## src/rtl/mult_seq_ctrl.sv

```systemverilog
// Sequencer for a shift-add multiplier: walks LOAD, then WIDTH ADD/SHIFT pairs, then DONE.
// Optional `EARLY_TERM_EN: finish as soon as the datapath reports B==0 in ADD.
module mult_seq_ctrl #(
  parameter int WIDTH = 16,
  parameter int CNT_W = 5
) (
  input  logic             clk,
  input  logic             rst,
  input  logic             start,
  input  logic             abort,
  input  logic             b_lsb,
  input  logic             b_zero,
  output logic             ld_a,
  output logic             ld_b,
  output logic             clr_p,
  output logic             add_en,
  output logic             shift_en,
  output logic             busy,
  output logic             done,
  output logic [CNT_W-1:0] cnt
);

  typedef enum logic [2:0] {
    S_IDLE  = 3'd0,
    S_LOAD  = 3'd1,
    S_ADD   = 3'd2,
    S_SHIFT = 3'd3,
    S_DONE  = 3'd4
  } state_t;

  state_t           state_q, state_d;
  logic [CNT_W-1:0] cnt_q, cnt_d;
  logic             term_add;

`ifdef EARLY_TERM_EN
  assign term_add = b_zero;
`else
  logic unused_b_zero;
  assign unused_b_zero = b_zero;
  assign term_add      = 1'b0;
`endif

  always_comb begin
    state_d = state_q;
    cnt_d   = cnt_q;
    case (state_q)
      S_IDLE:  if (start && !abort) state_d = S_LOAD;
      S_LOAD: begin
        cnt_d   = CNT_W'(WIDTH);
        state_d = S_ADD;
      end
      S_ADD:   state_d = term_add ? S_DONE : S_SHIFT;
      S_SHIFT: begin
        // Guarded decrement: the counter saturates at zero instead of wrapping.
        if (cnt_q != '0) cnt_d = cnt_q - 1'b1;
        state_d = (cnt_q <= CNT_W'(1)) ? S_DONE : S_ADD;
      end
      S_DONE:  state_d = S_IDLE;
      default: begin
        state_d = S_IDLE;
        cnt_d   = '0;
      end
    endcase
    if (abort && state_q != S_IDLE) begin
      state_d = S_IDLE;
      cnt_d   = '0;
    end
  end

  always_ff @(posedge clk) begin
    if (rst) begin
      state_q <= S_IDLE;
      cnt_q   <= '0;
    end else begin
      state_q <= state_d;
      cnt_q   <= cnt_d;
    end
  end

  assign busy     = (state_q != S_IDLE);
  assign ld_a     = (state_q == S_LOAD);
  assign ld_b     = (state_q == S_LOAD);
  assign clr_p    = (state_q == S_LOAD);
  assign add_en   = (state_q == S_ADD) && b_lsb && !term_add;
  assign shift_en = (state_q == S_SHIFT);
  assign done     = (state_q == S_DONE);
  assign cnt      = cnt_q;

endmodule

```

## config.mk

```make
export PLATFORM = sky130hd
export DESIGN_NAME = mult_seq_ctrl
export DESIGN_NICKNAME = d
export VERILOG_FILES = /design/src/rtl/mult_seq_ctrl.sv
export SDC_FILE = /design/constraint.sdc
export NUM_CORES = 1
export LEC_CHECK = 0
export BUFFER_PORTS_ARGS = -buffer_cell sky130_fd_sc_hd__buf_2
export CAP_MARGIN = 0
export CORE_AREA = 2 2 39 41
export DETAILED_ROUTE_END_ITERATION = 10
export DIE_AREA = 0 0 41 43
export HOLD_SLACK_MARGIN = 0.1
export PLACE_DENSITY = 0.67
export SLEW_MARGIN = 40
export SYNTH_ARGS = -nofsm -noshare
export SYNTH_HDL_FRONTEND = slang
export SYNTH_SLANG_ARGS = --single-unit
```

## constraint.sdc

```tcl
create_clock -name clk -period 2.6 [get_ports clk]
set_input_delay 0.52 -clock clk [delete_from_list [all_inputs] [get_ports clk]]
set_output_delay 0.52 -clock clk [all_outputs]
set_load 0.02 [all_outputs]
```

-- Yosys cells after proc, flatten, opt, wreduce, memory -nomap -nowiden
Index checks and enable logic that the tools add are counted.
- register bits after elaboration: 8
- output and inout bits: 12
- bitwise gates (word level): 1
- reduce and logical (&&, ||, !) cells: 10
- equal/unequal tests: 6
- add/sub/neg operators: 1
- order comparisons: 1
- multiplexer cells: 5
- operators with widths (operator ; count):
    5-bit one-hot mux with 3 select lines ; 1
    3-bit one-hot mux with 4 select lines ; 1
    3-bit by 2-bit == test with 1-bit output (second input constant) ; 2
    3-bit two-way mux ; 2
    5-bit by 1-bit <= comparator with 1-bit output (second input constant) ; 1
    5-bit two-way mux ; 1
    5-bit nonzero test ; 1
    5-bit by 1-bit subtractor with 5-bit output (second input constant) ; 1
    3-bit by 1-bit == test with 1-bit output (second input constant) ; 1
    3-bit == test (second input constant) ; 1
    1-bit logical AND ; 3
    3-bit zero test ; 1
    3-bit nonzero test ; 1
    3-bit OR reduction ; 1
    2-bit by 1-bit inequality test with 1-bit output (second input constant) ; 1
    2-bit inequality test (second input constant) ; 1
    2-bit AND reduction ; 1
    2-bit OR reduction ; 1
    1-bit zero test ; 1
    1-bit NOT ; 1

-- Logic depth before layout (Yosys ltp)
- word-level depth: 4
- gate-level depth with buffers: 6
- depth with buffers taken out: 6

-- Worst setup path before layout
No wires, ideal clock.
- path type: reg-to-output
- start: register state_q[0]
- end: output port ld_a
- stages on the path, launching flop included: 4
- arrival: 1546 ps
- slack: 534 ps
- cells stage by stage: dfxtp_1 > clkbuf_1 > nor3b_1 > buf_4
- word-level cells in the longest chain between the ends: 1
- ends and longest elaborated chain (element ; line ; RTL):
    start, declared ; 31 ; state_t state_q, state_d;
    start signal, assigned ; 75 ; state_q <= state_d;
    3-bit by 1-bit == test with 1-bit output ; n/a ;
    end, declared ; 13 ; output logic ld_a,
No other way between the ends.

-- Worst setup path after layout
- start: register state_q[0]
- end: output port ld_b
- word-level cells in the longest chain between the ends: 1
- ends and longest elaborated chain (element ; line ; RTL):
    3-bit by 1-bit == test with 1-bit output ; 82 ; assign ld_b = (state_q == S_LOAD);
    end, declared ; 14 ; output logic ld_b,
No other way between the ends.

==> reports/metrics.csv <==
metric;value;unit
worst setup margin;715;ps
HP Class;in -> reg;
drt pass-1 iters;4;
DR WL met2;477;um
CTS Buf Count;3;
unrepaired setup endpoints after global routing;no;
Internal;0.000211;W
most frequent cells in the layout;buf_2 (16), nor2_1 (11), dfxtp_1 (8);
core area;1380;um2
Cell Rows;14;
#FFs+latches synth;8;
uppermost layer routed;met4;
GRT Overall Usage;14.0;%
clock network fraction of total power;33.5;%
DRT iter0 DRCs;12;
hpwl dp;800;um
Max Cap Viol;0;
slowest library cell on the worst path;dfxtp_1;
htree depth;1;
register area share after synthesis;30.1;%
GRT overflow;0;
Synth Area in Adders;8.94;%
post_cts resized;0;
P&R area growth vs syn;17.9;%
Syn Inst Count;64;
Switch Pwr;0.0000961;W
Crit Path Max Fanout;14;
commonest non-fill, non-tap cell in the layout;buf_2;
kind of critical path;reg -> out;
total power;0.000307;W
Pwr Density;489;nW/um2
tightest hold margin;460;ps
starting density of the core;38.4;%
pin count of the biggest net entering global routing;15;
fin util;45.3;%
Die Y-Extent;43;um
fin crit period;1880;ps
pins over their slew limit;0;
setup TNS;0;ps
syn nets;73;
# hold bufs at CTS;0;
post-synthesis compound-gate area fraction;17.6;%
worst slew pin tran;411;ps
Post-Route M1 WL;492;um
layout cells sized above 1;30.8;%
register share of total power;45.3;%
post-synthesis mux area share;2.12;%
Worst Path Arrival;1360;ps
clock slew at reported path FFs;60;ps
number of vias per cell;5.29;
Root Driver;clkbuf_4;
ant diodes;0;
die width;41;um
mean post-synth cell area;8.31;um2
routed length per instance;11.6;um
switching share of total power;31.3;%
Critical Path RT;2080;ps
drt drc;0;
Max stage delay on crit path;570;ps
Post-CTS Setup Bufs;0;
worst-skew pair later-pin latency;270;ps
Hold Vio Cnt, Final;0;
Setup crit end kind;output port;
num ports;18;
kind of start point of the critical path;flip-flop;
largest family of logic cells by synthesized area;simple AND/OR/NAND/NOR gates;
Clock Sinks;8;
initial antenna violation count;0;
Peak supply drop;0.337;mV
Fmax;531;MHz
post-route clock period utilization;72.5;%
Final Setup Violations;0;
WL met3;93;um
Die Footprint;1760;um2
WL final;1090;um
Buffers on Ports;16;
via count;497;
post-synthesis simple-gate area fraction;31.3;%
Post-DRT Antenna Nets;0;
routability cong.;0.695;
skew final;5.41;ps
Logic pwr share;21.2;%
Max transition margin;72.5;%
library cells used by synthesis;29;
number of synthesized flops with an enable pin;0;
synthesized area;532;um2
Place WS;1010;ps
FFs w/ async S/R, synth;0;%
CP Cell Sequence;nor3b_1 -> buf_2;
warnings from Yosys;0;
status;complete, no violations;
leakage power;0.283;nW
CTS tree;done;
Post-synth top flop;dfxtp_1;
first-pass GRT wire length;1670;um
vias in the first global route;376;
Max clock buf depth;2;
Synth Area in XOR/XNOR;3.29;%
Post-layout nets;89;
==> routing by layer <==
| metal | GRT usage [%] | vias to the layer above |
|---|---|---|
| met5 | 0 | - |
| met4 | 8.00 | 0 |
| met3 | 4.71 | 3 |
| met2 | 19.1 | 20 |
| met1 | 18.3 | 220 |
| li1 | - | 254 |
==> synth_stat cells (all sizes together) (2+ instances only) <==
cell    number  area (um2)
nor3b        2        15.0
dfxtp        8         160
a211oi       2        20.0
o21ai        3        15.0
nand2        2        7.51
nor2        11        41.3
inv          2        7.51
nor3         6        30.0
clkbuf       2        7.51
xnor2        2        17.5
ha           3        37.5
nor4b        2        32.5
or3          2        12.5
buf          3        20.0
a21oi        4        27.5
==> flip-flops by register name, indices dropped and copies added, names as in the netlist <==
signal   count
state_q      3
cnt          5
==> power groups by stage <==
| stage | clock (W) | combinational (W) | sequential (W) |
|---|---|---|---|
| after floorplan | 0 | 0.0000475 | 0.000143 |
| after global placement | 0 | 0.0000651 | 0.000141 |
| after detailed placement | 0 | 0.0000653 | 0.000142 |
| after CTS | 0.000103 | 0.0000656 | 0.000139 |
| after global routing | 0.000109 | 0.0000731 | 0.000140 |
| final | 0.000103 | 0.0000651 | 0.000139 |
==> through the flow <==
stage	cell area, um2	cells
after floorplan	532	64
after global placement	604	91
after detailed placement	604	91
after CTS	627	94
after global routing	627	94
final	627	94
==> cell type report <==
cell class / instances / area (um2)
multi-input cells: 49 / 337
repair buffers: 16 / 80.1
clock buffers: 3 / 22.5
fillers: 144 / 757
well taps: 16 / 20.0
flip-flops and latches: 8 / 160
inverters: 2 / 7.51
==> worst max-delay path, delay by kind of cell, from the launching register on <==
kind | cells | cell delay [ps]
flip-flops | 1 | 570
AND/OR/NAND/NOR | 1 | 310
buffers and inverters | 1 | 220
==> worst paths after layout <==
| check | startpoint | end | slack (ps) | cells past startpoint |
|---|---|---|---|---|
| max | state_q[0]$_SDFFE_PP0P_ | ld_b | 720 | 2 |
| min | rst | state_q[2]$_SDFFE_PP0P_ | 460 | 2 |
| max reg2reg | state_q[1]$_SDFFE_PP0P_ | cnt[1]$_SDFFE_PP0P_ | 1130 | 4 |
| min reg2reg | cnt[1]$_SDFFE_PP0P_ | cnt[1]$_SDFFE_PP0P_ | 560 | 2 |
==> kinds of logic after synthesis <==
| group | count (synthesis) |
|---|---|
| compound gates | 13 |
| xor+xnor | 2 |
| fa+ha+maj | 4 |
| buf+inv | 7 |
| flops | 8 |
| mux | 1 |
| simple gates | 29 |
Power figures use the tool's default switching activity.
